File: src/rtl/cla_16bit_if.sv
// cla_16bit_if: operand and result bundle for the 16-bit carry-lookahead adder.
interface cla_16bit_if;
    logic [15:0] A;
    logic [15:0] B;
    logic        c0;
    logic [15:0] sum;
    logic        Cout;
    logic        PG;
    logic        GG;
    modport master (output A, B, c0, input sum, Cout, PG, GG);
    modport slave  (input A, B, c0, output sum, Cout, PG, GG);
endinterface

File: src/rtl/cla_16bit.sv
// cla_16bit: two-level carry-lookahead adder, four 4-bit blocks, registered outputs.
module cla_16bit (
    input logic        clk,
    input logic        rst,
    cla_16bit_if.slave bus
);
    logic [15:0] w_p, w_g, w_c;
    logic [3:0]  w_bp, w_bg;
    logic [4:0]  w_cb;
    logic        w_pg, w_gg;
    logic [15:0] r_sum;
    logic        r_cout, r_pg, r_gg;
    assign w_p = bus.A ^ bus.B;
    assign w_g = bus.A & bus.B;
    for (genvar k = 0; k < 4; k++) begin : g_blk
        logic [3:0] w_lp, w_lg;
        logic       w_ci;
        assign w_lp = w_p[4*k +: 4];
        assign w_lg = w_g[4*k +: 4];
        assign w_ci = w_cb[k];
        assign w_bp[k] = &w_lp;
        assign w_bg[k] = w_lg[3] | (w_lp[3] & w_lg[2]) | (w_lp[3] & w_lp[2] & w_lg[1])
                       | (w_lp[3] & w_lp[2] & w_lp[1] & w_lg[0]);
        assign w_c[4*k]   = w_ci;
        assign w_c[4*k+1] = w_lg[0] | (w_lp[0] & w_ci);
        assign w_c[4*k+2] = w_lg[1] | (w_lp[1] & w_lg[0]) | (w_lp[1] & w_lp[0] & w_ci);
        assign w_c[4*k+3] = w_lg[2] | (w_lp[2] & w_lg[1]) | (w_lp[2] & w_lp[1] & w_lg[0])
                          | (w_lp[2] & w_lp[1] & w_lp[0] & w_ci);
    end
    // Second level: every block carry-in is a flat sum of products, no inter-block ripple.
    assign w_cb[0] = bus.c0;
    assign w_cb[1] = w_bg[0] | (w_bp[0] & bus.c0);
    assign w_cb[2] = w_bg[1] | (w_bp[1] & w_bg[0]) | (w_bp[1] & w_bp[0] & bus.c0);
    assign w_cb[3] = w_bg[2] | (w_bp[2] & w_bg[1]) | (w_bp[2] & w_bp[1] & w_bg[0])
                   | (w_bp[2] & w_bp[1] & w_bp[0] & bus.c0);
    assign w_cb[4] = w_gg | (w_pg & bus.c0);
    assign w_pg = &w_bp;
    assign w_gg = w_bg[3] | (w_bp[3] & w_bg[2]) | (w_bp[3] & w_bp[2] & w_bg[1])
                | (w_bp[3] & w_bp[2] & w_bp[1] & w_bg[0]);
    always_ff @(posedge clk) begin
        if (rst) begin
            r_sum  <= '0;
            r_cout <= 1'b0;
            r_pg   <= 1'b0;
            r_gg   <= 1'b0;
        end else begin
            r_sum  <= w_p ^ w_c;
            r_cout <= w_cb[4];
            r_pg   <= w_pg;
            r_gg   <= w_gg;
        end
    end
    assign bus.sum  = r_sum;
    assign bus.Cout = r_cout;
    assign bus.PG   = r_pg;
    assign bus.GG   = r_gg;
endmodule

File: src/flat_wrapper.sv
// flat-port wrapper written by rule: the top's interface ports become plain ports
module cla_16bit_flat 
  (clk, rst, bus_A, bus_B, bus_c0, bus_sum, bus_Cout, bus_PG, bus_GG);
  cla_16bit_if bus_i ();
  input logic clk;
  input logic rst;
  input wire logic [$bits(bus_i.A)-1:0] bus_A;
  input wire logic [$bits(bus_i.B)-1:0] bus_B;
  input wire logic [$bits(bus_i.c0)-1:0] bus_c0;
  output wire logic [$bits(bus_i.sum)-1:0] bus_sum;
  output wire logic [$bits(bus_i.Cout)-1:0] bus_Cout;
  output wire logic [$bits(bus_i.PG)-1:0] bus_PG;
  output wire logic [$bits(bus_i.GG)-1:0] bus_GG;
  assign bus_i.A = bus_A;
  assign bus_i.B = bus_B;
  assign bus_i.c0 = bus_c0;
  assign bus_sum = bus_i.sum;
  assign bus_Cout = bus_i.Cout;
  assign bus_PG = bus_i.PG;
  assign bus_GG = bus_i.GG;
  cla_16bit u_core (.clk(clk), .rst(rst), .bus(bus_i));
endmodule
File: config.mk
export PLATFORM = sky130hd
export DESIGN_NAME = cla_16bit_flat
export DESIGN_NICKNAME = d
export VERILOG_FILES = /design/src/rtl/cla_16bit_if.sv /design/src/rtl/cla_16bit.sv /design/src/flat_wrapper.sv
export SDC_FILE = /design/constraint.sdc
export NUM_CORES = 1
export LEC_CHECK = 0
export BUFFER_PORTS_ARGS = -buffer_cell sky130_fd_sc_hd__buf_2
export CAP_MARGIN = 30
export CORE_MARGIN = 4
export CORE_UTILIZATION = 47
export DETAILED_ROUTE_END_ITERATION = 7
export PLACE_DENSITY_LB_ADDON = 0.05
export SETUP_SLACK_MARGIN = 0.3
export SKIP_CTS_REPAIR_TIMING = 1
export SYNTH_ARGS = -nofsm -noshare
export SYNTH_HDL_FRONTEND = slang
export SYNTH_SLANG_ARGS = --single-unit
File: constraint.sdc
create_clock -name clk -period 2.3 [get_ports clk]
set_clock_uncertainty 0.05 [all_clocks]
set_input_delay 0.115 -clock clk [delete_from_list [all_inputs] [get_ports clk]]
set_output_delay 0.115 -clock clk [all_outputs]
set_load 0.02 [all_outputs]
==> results of run 1 <==
## cell type report
type	instances	area, um2	share of cell area
Clock buffer	3	22.5	0.0137
Tap cell	30	37.5	0.0228
Sequential cell	19	380	0.231
Inverter	6	22.5	0.0137
Timing Repair Buffer	59	310	0.188
Clock inverter	1	5.00	0.00304
Multi-Input combinational cell	107	868	0.527
## cells in the final DEF, fill, tap and decap left out, drive strengths merged
master   count
buf         59
dfxtp       19
nor2        16
ha          16
and3         7
inv          6
nand2        5
a21oi        5
nand4        5
xnor2        5
nor2b        5
a21o         4
fa           4
mux2         4
nand3        3
clkbuf       3
a31oi        3
xor2         2
or3          2
and4         2
o21bai       2
o21ai        2
o21a         1
a211o        1
o211ai       1
o211a        1
nand3b       1
o22ai        1
a221o        1
or2b         1
and2b        1
nand2b       1
o221ai       1
a311o        1
a21boi       1
a2111o       1
a2bb2oi      1
clkinv       1
## kinds of logic after synthesis
logic type,synth area share
flops,0.297
compound gates,0.165
fa+ha+maj,0.219
buf+inv,0.0235
xor+xnor,0.0479
simple gates,0.208
mux,0.0382
## sequential cells by signal, indices dropped and copies added, names as in the netlist
signal / flops
u_core.bus.sum: 16
u_core.bus.GG: 1
u_core.bus.PG: 1
u_core.bus.Cout: 1
## power groups by stage
stage | combinational (mW) | clock (mW) | sequential, mW
6_report | 0.369 | 0.168 | 0.379
5_1_grt | 0.413 | 0.194 | 0.384
4_1_cts | 0.373 | 0.175 | 0.380
3_5_place_dp | 0.371 | 0 | 0.387
3_3_place_gp | 0.364 | 0 | 0.386
2_1_floorplan | 0.188 | 0 | 0.445
## through the flow
step / setup slack, ns / cell area [um2]
after global routing: 0.308 / 1650
after floorplan: 0.305 / 1280
after CTS: 0.415 / 1650
after global placement: 0.133 / 1620
after detailed placement: 0.0911 / 1620
final: 0.410 / 1650
## per-layer routing
metal | GRT usage | up-vias | share of wire
met5 | 0 | - | 0
met4 | 0.0443 | 0 | 0.0066
met1 | 0.198 | 530 | 0.43
li1 | - | 607 | -
met2 | 0.302 | 33 | 0.50
met3 | 0.0454 | 2 | 0.065
## worst paths after layout
| path | startpoint | endpoint | depth (start not counted) |
|---|---|---|---|
| setup / recovery | bus_B[12] | u_core.bus.sum[15]$_SDFF_PP0_ | 7 |
| hold / removal | bus_c0 | u_core.bus.Cout$_SDFF_PP0_ | 2 |
==> run summary, run 1 <==
status -> completed
I/O pin count -> 54
placer congestion estimate -> 0.851
synth top area cells -> dfxtp_1, ha_1, fa_1
hold slack -> 0.0419 ns
Starting Density -> 0.502
switching power -> 0.312 mW
Final Max Tran Viols -> 0
Critical Path Max Stage Delay -> 0.34 ns
Arr. time, crit path -> 2.03 ns
post-route DRC violation count -> 0
Power Internal -> 0.604 mW
worst path cell trace -> buf_2 > ha_1 > and3_2 > a221o_1 > a31oi_2 > mux2_4 > a311o_1
# rows -> 18
Die ar. -> 3620 um2
final worst path period need -> 1.89 ns
RSZ-0062 raised after global routing -> no
clk slew on worst S/H paths -> 0.10 ns
# setup viols final -> 0
post-placement cell count -> 221
Final #Nets -> 251
Synth Warn # -> 0
vias in the first global route -> 1167
Worst EP required -> 2.44 ns
CTS Buf Count -> 3
core box area -> 2540 um2
Comb pwr share -> 0.403
ANT cells -> 0
Longest Clk Path Bufs -> 2
max_cap viols -> 0
Cells after Synth -> 134
crit end category -> flop
register area share after synthesis -> 0.297
CP delay by family, top -> compound AO/OA/AOI/OAI gates
root buffer cell -> clkbuf_4
Final Non-Filler Cells -> 225
Pwr Total -> 0.916 mW
# fillers -> 234
Hold Fails Final Rpt -> 0
die width -> 60.2 um
synth unique cells -> 41
via count -> 1172
Syn Std Cell Area -> 1280 um2
worst-path maximum fanout -> 4
LEAKAGE -> 0.873 nW
Worst Hold Class -> primary input to flop
largest net degree at the start of global routing -> 25
WP buf/inv -> 1
synth cell count leaders -> dfxtp_1, ha_1, nor2_1
sw frac -> 0.341
final setup TNS -> 0 ns
drt initial violations -> 18
All-Layer GR Usage -> 0.170
Worst slew margin -> 0.736
crit share post-route -> 0.822
antenna violations before repair -> 0
main flop type after synthesis -> dfxtp_1
top-count cell post-synth -> dfxtp_1
1st-pass router iterations -> 6
clk sinks -> 19
FF+latch count, synth -> 19
Port Buf Inserts -> 53
CP startpoint kind -> primary input
# H-tree levels -> 1
Remaining Overflow, GRT -> 0
Syn Nets -> 189
Avg Inst Size Synth -> 9.54 um2
share of total power in the clock network -> 0.183
dpl hpwl -> 2450 um
largest area contributor in the netlist -> dfxtp_1
Max stage delay cell, worst path -> ha_1
EDFF count, synth -> 0
Worst-Margin Slew -> 0.397 ns
remaining antenna violation count -> 0
Seq pwr share -> 0.414
routed vias/inst -> 5.21
WS Path Type -> primary input to flop
CTS tree -> yes
die height -> 60.2 um
first-pass GRT wire length -> 4720 um
area grow syn2layout -> 28.8%
Finished Core Util -> 0.647
Pwr per Cell Area -> 556 nW/um2
WL final -> 2870 um
fmax -> 529 MHz
drt wl/cell -> 12.8 um
Async S/R FF share, synth -> 0
layout cells sized above 1 -> 0.390
Synth top area share -> 0.297
Worst IR Drop VDD -> 468 uV
(Power assumes the default switching activity.)
==> run 2: changes to the inputs <==
--- a/config.mk
+++ b/config.mk
@@ -8,7 +8,7 @@
 export BUFFER_PORTS_ARGS = -buffer_cell sky130_fd_sc_hd__buf_2
 export CAP_MARGIN = 30
 export CORE_MARGIN = 4
-export CORE_UTILIZATION = 47
+export CORE_UTILIZATION = 43
 export DETAILED_ROUTE_END_ITERATION = 7
 export PLACE_DENSITY_LB_ADDON = 0.05
 export SETUP_SLACK_MARGIN = 0.3
==> constraint.sdc (replaced) <==
create_clock -name clk -period 1.6 [get_ports clk]
set_clock_uncertainty 0.05 [all_clocks]
set_input_delay 0.08 -clock clk [delete_from_list [all_inputs] [get_ports clk]]
set_output_delay 0.08 -clock clk [all_outputs]
set_load 0.02 [all_outputs]
==> run summary, run 2 (synthesis results as in run 1) <==
status -> finished, violations left
failing checks -> setup timing
Critical Path Max Stage Delay -> 0.33 ns
CTS tree -> yes
Finished Core Util -> 0.782
LEAKAGE -> 1.09 nW
Worst IR Drop VDD -> 394 uV
final setup TNS -> -0.0326 ns
placer congestion estimate -> 0.848
Starting Density -> 0.456
Seq pwr share -> 0.351
post-route DRC violation count -> 0
antenna violations before repair -> 0
core box area -> 2810 um2
area grow syn2layout -> 71.6%
Comb pwr share -> 0.479
Final #Nets -> 287
most common cell after layout, fill and taps aside -> buf_2
# H-tree levels -> 1
Worst slew margin -> 0.792
first-pass GRT wire length -> 5760 um
clk slew on worst S/H paths -> 0.13 ns
die height -> 62.5 um
worst path cell trace -> buf_2 > ha_4 > a21o_1 > a221o_1 > a31oi_2 > mux2_4 > a311o_1
# rows -> 19
Power Internal -> 1.02 mW
via count -> 1374
Pwr per Cell Area -> 709 nW/um2
Final Max Tran Viols -> 0
commonest cells after routing, fill and taps aside -> buf_2, buf_4, dfxtp_1, nor2_1, ha_4
Hold Fails Final Rpt -> 0
worst-path maximum fanout -> 4
Max stage delay cell, worst path -> a221o_1
Arr. time, crit path -> 1.80 ns
largest net degree at the start of global routing -> 17
All-Layer GR Usage -> 0.179
RSZ-0062 raised after global routing -> yes
crit share post-route -> 1.02
clk sinks -> 19
Pwr Total -> 1.56 mW
Longest Clk Path Bufs -> 2
max FFs per register -> 16
Worst Hold Class -> primary input to flop
drt wl/cell -> 13.7 um
I/O pin count -> 54
Remaining Overflow, GRT -> 0
Port Buf Inserts -> 53
die width -> 62.5 um
Worst EP required -> 1.77 ns
WS Path Type -> primary input to flop
Worst-Margin Slew -> 0.310 ns
routed vias/inst -> 5.24
sw frac -> 0.345
max_cap viols -> 0
setup ws final -> -0.0326 ns
share of total power in the clock network -> 0.170
CP startpoint kind -> primary input
remaining antenna violation count -> 0
CTS Buf Count -> 3
ANT cells -> 0
root buffer cell -> clkbuf_4
CP startpoint -> bus_B[13]
# setup viols final -> 1
fmax -> 613 MHz
Hold Startpoint -> rst
drt initial violations -> 27
1st-pass router iterations -> 4
WL final -> 3590 um
dpl hpwl -> 2870 um
final worst path period need -> 1.63 ns
layout cells sized above 1 -> 0.602
switching power -> 0.538 mW
crit end category -> flop
vias in the first global route -> 1325
Die ar. -> 3910 um2
==> run 2: power groups by stage <==
stage / registers (mW) / logic [mW] / clock network, mW
5_1_grt: 0.553 / 0.818 / 0.295
6_report: 0.546 / 0.746 / 0.265
3_5_place_dp: 0.557 / 0.676 / 0
4_1_cts: 0.546 / 0.678 / 0.268
3_3_place_gp: 0.556 / 0.651 / 0
2_1_floorplan: 0.640 / 0.310 / 0
==> run 2: worst paths after layout <==
check                                  endpoint  slack (ns)  cells after the start
hold / removal     u_core.bus.sum[2]$_SDFF_PP0_        0.02                      2
setup / recovery  u_core.bus.sum[15]$_SDFF_PP0_       -0.03                      7
==> run 2: metal layers <==
| metal | track usage | up-vias | routed length (um) |
|---|---|---|---|
| met4 | 0.0579 | 0 | 35 |
| met1 | 0.221 | 648 | 1570 |
| met2 | 0.316 | 41 | 1790 |
| met3 | 0.0288 | 4 | 187 |
| li1 | - | 681 | - |
| met5 | 0 | - | 0 |
==> run 2: layout make-up <==
cell class              instances  area [um2]
flip-flops and latches         19         380
fillers                       196         611
well taps                      31        38.8
clock inverters                 1        5.00
clock buffers                   3        22.5
multi-input cells             107        1100
repair buffers                 95         626
inverters                       6        22.5
==> run 2: stage by stage <==
step           cell area (um2)  hold WS, ns  cells  setup slack, ns
2_1_floorplan             1440        0.140    134           -0.200
3_3_place_gp              2000        0.311    251           -0.349
3_5_place_dp              2000        0.331    251           -0.382
4_1_cts                   2030     -0.00213    255          -0.0412
5_1_grt                   2190       0.0210    262           -0.112
6_report                  2190       0.0242    262          -0.0326
==> run 2: critical path: cells and delay by family <==
kind	cells	cell delay, ns
AOI/OAI and AO/OA	4	1.03
buffers and inverters	1	0.11
muxes	1	0.32
adders and majority gates	1	0.25
